### src/rtl/comp_bist.sv
// Exhaustive self-test sequencer for a 4-bit magnitude comparator: sweeps every
// {A,B} pair, checks the one-hot Y result and reports error count and first failure.
module comp_bist #(
  parameter int unsigned SETTLE = 1
) (
  input  logic       clk,
  input  logic       rst_n,
  input  logic       start,
  input  logic       abort,
  output logic [3:0] A,
  output logic [3:0] B,
  input  logic [2:0] Y,
  output logic       busy,
  output logic       done,
  output logic       pass,
  output logic [8:0] err_cnt,
  output logic [7:0] first_fail,
  output logic       fail_seen
);

  localparam int unsigned OP_W   = 4;
  localparam int unsigned IDX_W  = 2 * OP_W;
  localparam int unsigned CNT_W  = 4;
  localparam int unsigned ERR_W  = 9;
  localparam int unsigned RES_W  = 3;
  localparam int unsigned ERR_MAX = 256;

  typedef enum logic [1:0] {
    IDLE = 2'd0,
    RUN  = 2'd1,
    DONE = 2'd2
  } state_t;

  state_t             state, state_nxt;
  logic [IDX_W-1:0]   idx, idx_nxt;
  logic [CNT_W-1:0]   wcnt, wcnt_nxt;
  logic [OP_W-1:0]    a_nxt, b_nxt;
  logic               busy_nxt, done_nxt, pass_nxt;
  logic [ERR_W-1:0]   err_nxt, err_inc;
  logic [IDX_W-1:0]   ff_nxt;
  logic               fs_nxt;
  logic [RES_W-1:0]   exp_y;
  logic               sample, mismatch;

  // Reference result for the pair currently held on A/B
  always_comb begin
    exp_y = 3'b001;
    if (A > B) begin
      exp_y = 3'b100;
    end else if (A == B) begin
      exp_y = 3'b010;
    end
  end

  assign sample   = (wcnt == CNT_W'(SETTLE));
  assign mismatch = (Y != exp_y);
  // Saturating increment keeps the count from wrapping past a full sweep
  assign err_inc  = (err_cnt == ERR_W'(ERR_MAX)) ? err_cnt : err_cnt + ERR_W'(1);

  // Next-state and next-output logic
  always_comb begin
    state_nxt = state;
    idx_nxt   = idx;
    wcnt_nxt  = wcnt;
    a_nxt     = A;
    b_nxt     = B;
    busy_nxt  = busy;
    done_nxt  = done;
    pass_nxt  = pass;
    err_nxt   = err_cnt;
    ff_nxt    = first_fail;
    fs_nxt    = fail_seen;

    unique case (state)
      IDLE: begin
        if (start && !abort) begin
          state_nxt = RUN;
          idx_nxt   = '0;
          wcnt_nxt  = '0;
          a_nxt     = '0;
          b_nxt     = '0;
          busy_nxt  = 1'b1;
          done_nxt  = 1'b0;
          pass_nxt  = 1'b0;
          err_nxt   = '0;
          ff_nxt    = '0;
          fs_nxt    = 1'b0;
        end
      end

      RUN: begin
        if (abort) begin
          state_nxt = IDLE;
          idx_nxt   = '0;
          wcnt_nxt  = '0;
          a_nxt     = '0;
          b_nxt     = '0;
          busy_nxt  = 1'b0;
          done_nxt  = 1'b0;
        end else if (sample) begin
          if (mismatch) begin
            err_nxt = err_inc;
            if (!fail_seen) begin
              ff_nxt = {A, B};
              fs_nxt = 1'b1;
            end
          end
          wcnt_nxt = '0;
          if (idx == IDX_W'(8'hFF)) begin
            state_nxt = DONE;
            idx_nxt   = '0;
            a_nxt     = '0;
            b_nxt     = '0;
            busy_nxt  = 1'b0;
            done_nxt  = 1'b1;
            pass_nxt  = (err_nxt == '0);
          end else begin
            idx_nxt = idx + IDX_W'(1);
            a_nxt   = idx_nxt[IDX_W-1:OP_W];
            b_nxt   = idx_nxt[OP_W-1:0];
          end
        end else begin
          wcnt_nxt = wcnt + CNT_W'(1);
        end
      end

      DONE: begin
        if (abort) begin
          state_nxt = IDLE;
          idx_nxt   = '0;
          wcnt_nxt  = '0;
          a_nxt     = '0;
          b_nxt     = '0;
          busy_nxt  = 1'b0;
          done_nxt  = 1'b0;
        end else if (start) begin
          state_nxt = RUN;
          idx_nxt   = '0;
          wcnt_nxt  = '0;
          a_nxt     = '0;
          b_nxt     = '0;
          busy_nxt  = 1'b1;
          done_nxt  = 1'b0;
          pass_nxt  = 1'b0;
          err_nxt   = '0;
          ff_nxt    = '0;
          fs_nxt    = 1'b0;
        end
      end

      default: begin
        state_nxt = IDLE;
        idx_nxt   = '0;
        wcnt_nxt  = '0;
        a_nxt     = '0;
        b_nxt     = '0;
        busy_nxt  = 1'b0;
        done_nxt  = 1'b0;
      end
    endcase
  end

  // State and output registers
  always_ff @(posedge clk or negedge rst_n) begin
    if (!rst_n) begin
      state      <= IDLE;
      idx        <= '0;
      wcnt       <= '0;
      A          <= '0;
      B          <= '0;
      busy       <= 1'b0;
      done       <= 1'b0;
      pass       <= 1'b0;
      err_cnt    <= '0;
      first_fail <= '0;
      fail_seen  <= 1'b0;
    end else begin
      state      <= state_nxt;
      idx        <= idx_nxt;
      wcnt       <= wcnt_nxt;
      A          <= a_nxt;
      B          <= b_nxt;
      busy       <= busy_nxt;
      done       <= done_nxt;
      pass       <= pass_nxt;
      err_cnt    <= err_nxt;
      first_fail <= ff_nxt;
      fail_seen  <= fs_nxt;
    end
  end

endmodule
### config.mk
export PLATFORM = sky130hd
export DESIGN_NAME = comp_bist
export DESIGN_NICKNAME = d
export VERILOG_FILES = /design/src/rtl/comp_bist.sv
export SDC_FILE = /design/constraint.sdc
export NUM_CORES = 1
export LEC_CHECK = 0
export CAP_MARGIN = 20
export CELL_PAD_IN_SITES_DETAIL_PLACEMENT = 1
export CELL_PAD_IN_SITES_GLOBAL_PLACEMENT = 2
export CORE_ASPECT_RATIO = 0.6
export CORE_MARGIN = 4
export CORE_UTILIZATION = 32
export CTS_CLUSTER_SIZE = 8
export DETAILED_ROUTE_END_ITERATION = 16
export PLACE_DENSITY_LB_ADDON = 0.1
export SYNTH_ARGS = -nofsm -noshare
export SYNTH_HDL_FRONTEND = slang
export SYNTH_SLANG_ARGS = --single-unit
### constraint.sdc
create_clock -name clk -period 2.4 [get_ports clk]
set_input_delay 0.36 -clock clk [delete_from_list [all_inputs] [get_ports clk]]
set_output_delay 0.36 -clock clk [all_outputs]
set_load 0.005 [all_outputs]
==> results of run 1 <==
[routing by layer]
metal | vias up | wire, um | part of all wire (%)
li1 | 949 | - | -
met5 | - | 0 | 0
met2 | 36 | 2660 | 40
met4 | 0 | 36 | 0.54
met3 | 4 | 250 | 3.8
met1 | 962 | 3700 | 56
[report_power, final]
part | internal (uW) | total [uW] | switching [uW]
registers | 656 | 734 | 77.4
clock network | 415 | 646 | 232
logic | 380 | 823 | 443
total | 1450 | 2200 | 752
[stage by stage]
step / TNS [ns] / cells / power [uW] / hold WS [ns] / area (sq um)
6_report: 0 / 372 / 2200 / 0.158 / 2940
5_1_grt: -1.33 / 372 / 2360 / 0.224 / 2940
4_1_cts: 0 / 368 / 2170 / 0.199 / 2810
3_5_place_dp: -0.178 / 360 / 1500 / 0.487 / 2670
3_3_place_gp: 0 / 360 / 1500 / 0.481 / 2670
2_1_floorplan: 0 / 220 / 1140 / 0.0644 / 2040
[repair_timing]
action / CTS / global route
buffers inserted: 0 / 4
endpoints found under the setup margin: 8 / 13
resized for setup: 1 / 19
pin swaps: 0 / 11
[cells in the final DEF (no fill, tap or decap), types with 3 or more instances in the layout]
cell	instances
inv_2	3
clkbuf_8	5
buf_4	32
nor2_1	14
nand3_1	9
a22o_1	9
nor4_1	4
ha_1	5
o31ai_1	5
o21ai_1	3
a31oi_1	4
inv_1	6
nor2_2	3
and3_1	4
a21oi_1	10
nand4_1	4
dfrtp_1	35
ha_4	4
and2_1	4
nand2_1	18
nand2b_1	3
o21ai_0	25
clkdlybuf4s50_1	34
[cell type report]
class                           instances  share of cell area, %
Tap cell                               84                   3.58
Clock buffer                            5                   2.34
Clock inverter                          3                   2.30
Multi-Input combinational cell        167                   40.1
Timing Repair Buffer                   69                   20.7
Inverter                                9                   1.15
Sequential cell                        35                   29.8
[cells by family (layout without fill, tap and decap cells)]
group | after synthesis | after routing | share of synthesized area, %
adder cells (fa/ha/maj) | 9 | 9 | 5.53
buffers and inverters | 18 | 86 | 3.69
multiplexers | 2 | 2 | 0.983
AND/OR/NAND/NOR | 80 | 80 | 22.4
flip-flops | 35 | 35 | 43.0
AO/OA/AOI/OAI | 72 | 72 | 22.7
XOR/XNOR | 4 | 4 | 1.72
[path summary, 6_finish.rpt]
path | start | endpoint | slack, ns | cells past startpoint
max | A[1] | first_fail[2] | 0.01 | 9
max reg2reg | A[1] | first_fail[2] | 0.01 | 9
min in group clk | wcnt[3] | wcnt[3] | 0.49 | 1
max in group asynchronous | rst_n | state[0] | 1.71 | 1
min | rst_n | err_cnt[1] | 0.16 | 1
min reg2reg | wcnt[3] | wcnt[3] | 0.49 | 1
[state kept, by name (all words and copies together) (netlist names)]
signal,flops
B,3
A,4
wcnt,4
state,2
fail_seen,1
first_fail,8
busy,1
idx,1
pass,1
err_cnt,9
done,1
==> summary.md, run 1 <==
| Metric | Value |
|---|---|
| Worst skew pair latency | 0.29 ns |
| Top cells by area, synth | dfrtp_1 (43%), o21ai_0 (6.9%), ha_1 (5.5%) |
| Slowest cell delay on critical path | 0.42 ns |
| # diodes | 0 |
| GP Congestion | 0.801 |
| Clock Sinks | 35 |
| Root Buffer | clkbuf_8 |
| Number of synthesized register bits | 35 |
| Setup WS post-layout | 0.0139 ns |
| Status | completed |
| Crit path DAT | 2.61 ns |
| CP top delay family | simple AND/OR/NAND/NOR gates |
| Layout Skew | 0.00453 ns |
| Initial core utilization | 33.2% |
| Buf/Inv on CP | 1 |
| Sequential-to-total area share from yosys stat | 43.0% |
| Initial DRC Count | 71 |
| Synth Cell Area | 2040 sq um |
| Routed WL per cell | 17.9 um |
| Mapped Avg Cell Area | 9.25 sq um |
| Total CTS buffers | 5 |
| Most Used Layer, Global Route | met1 |
| Chip width | 111 um |
| Largest net degree at the start of global routing | 36 |
| Max VDD drop | 0.333 mV |
| RSZ-0062 raised after global routing | true |
| Critical Path RT | 2.63 ns |
| Commonest cells in the netlist | dfrtp_1 (35), o21ai_0 (28), nand2_1 (18) |
| Global Route Usage Sum | 16.6% |
| GR Util met2 | 21.6% |
| Syn-to-layout area delta | 44.3% |
| # hold bufs at CTS | 0 |
| Syn Inst Count | 220 |
| Clk buf depth | 2 |
| Drt drc | 0 |
| Static Leak | 0.00129 uW |
| Filler cells | 725 |
| Least-Margin Pin Slew | 0.826 ns |
| Crit end category | flop |
| Type of origin of the critical path | flop |
| Critical Path, Cell by Cell | ha_4 > a41oi_2 > and3b_1 > and3_4 > nor3_4 > and2_1 > nor3b_4 > buf_4 > a22o_1 |
| Routed vias/inst | 5.24 |
| Wire length of the first global-routing pass | 10.3 mm |
| Period utilisation layout | 99.4% |
| Dpl ws | -0.0286 ns |
| Yosys Warn Count | 0 |
| TritonCTS clock tree | built |
| DR vias | 1,951 |
| Register area | 876 sq um |
| Final Util | 47.9% |
| Synth top area share | 43.0% |
| Yosys cell types | 46 |
| Tmin final | 2.39 ns |
| Fmax | 419 MHz |
| CORE AREA | 6140 sq um |
| Multi-input gate area | 1180 sq um |
| Max Slew Vio Count | 0 |
| GR Overflow Total | 0 |
| Power per cell area | 750 nW/um^2 |
| Die ar. | 7740 sq um |
| Vias in the first global route | 1,902 |
| CP Max Fanout | 8 |
| DRT Pass-1 Iters | 4 |
| H-tree Lvls | 2 |
| # setup viols final | 0 |
| Die height | 69.8 um |
| Fin. Hold Viols | 0 |
| Met3 Usage GRT | 3.75% |
| Clock slew seen by the registers of the worst setup and hold paths | 0.08 ns |
| Async S/R FF share, synth | 100% |
| Most common cell in the netlist | dfrtp_1 |
| CP max stage cell | dfrtp_1 |
| Top FF cell, synth | dfrtp_1 |
| Final wirelength | 6.65 mm |
| Row count | 22 |
| HP Class | input pin to async pin |
| # nets final | 303 |
| Layout cells sized above 1 | 23.3% |
| Post-route ant nets | 0 |
| GRT met1 Usage | 27.2% |
| Number of port buffers | 35 |
| Max cap viols | 0 |
| Worst setup path class | flop to flop |
| Post-synth EDFFs | 0 |
| Initial antenna violation count | 0 |
| IO Pins | 36 |
| Max transition margin | 45.0% |
| Post-synth top area cell | dfrtp_1 |
| Detail Placement HPWL | 4.85 mm |
| Mapped Nets | 236 |
(Power assumes the default switching activity.)
==> run 2, diff against run 1 <==
--- a/config.mk
+++ b/config.mk
@@ -11,7 +11,7 @@
 export CORE_ASPECT_RATIO = 0.6
 export CORE_MARGIN = 4
 export CORE_UTILIZATION = 32
-export CTS_CLUSTER_SIZE = 8
+export CTS_CLUSTER_SIZE = 24
 export DETAILED_ROUTE_END_ITERATION = 16
 export PLACE_DENSITY_LB_ADDON = 0.1
 export SYNTH_ARGS = -nofsm -noshare
==> results of run 2 <==
The final DEF is identical to that of run 1; final timing and power are the same.
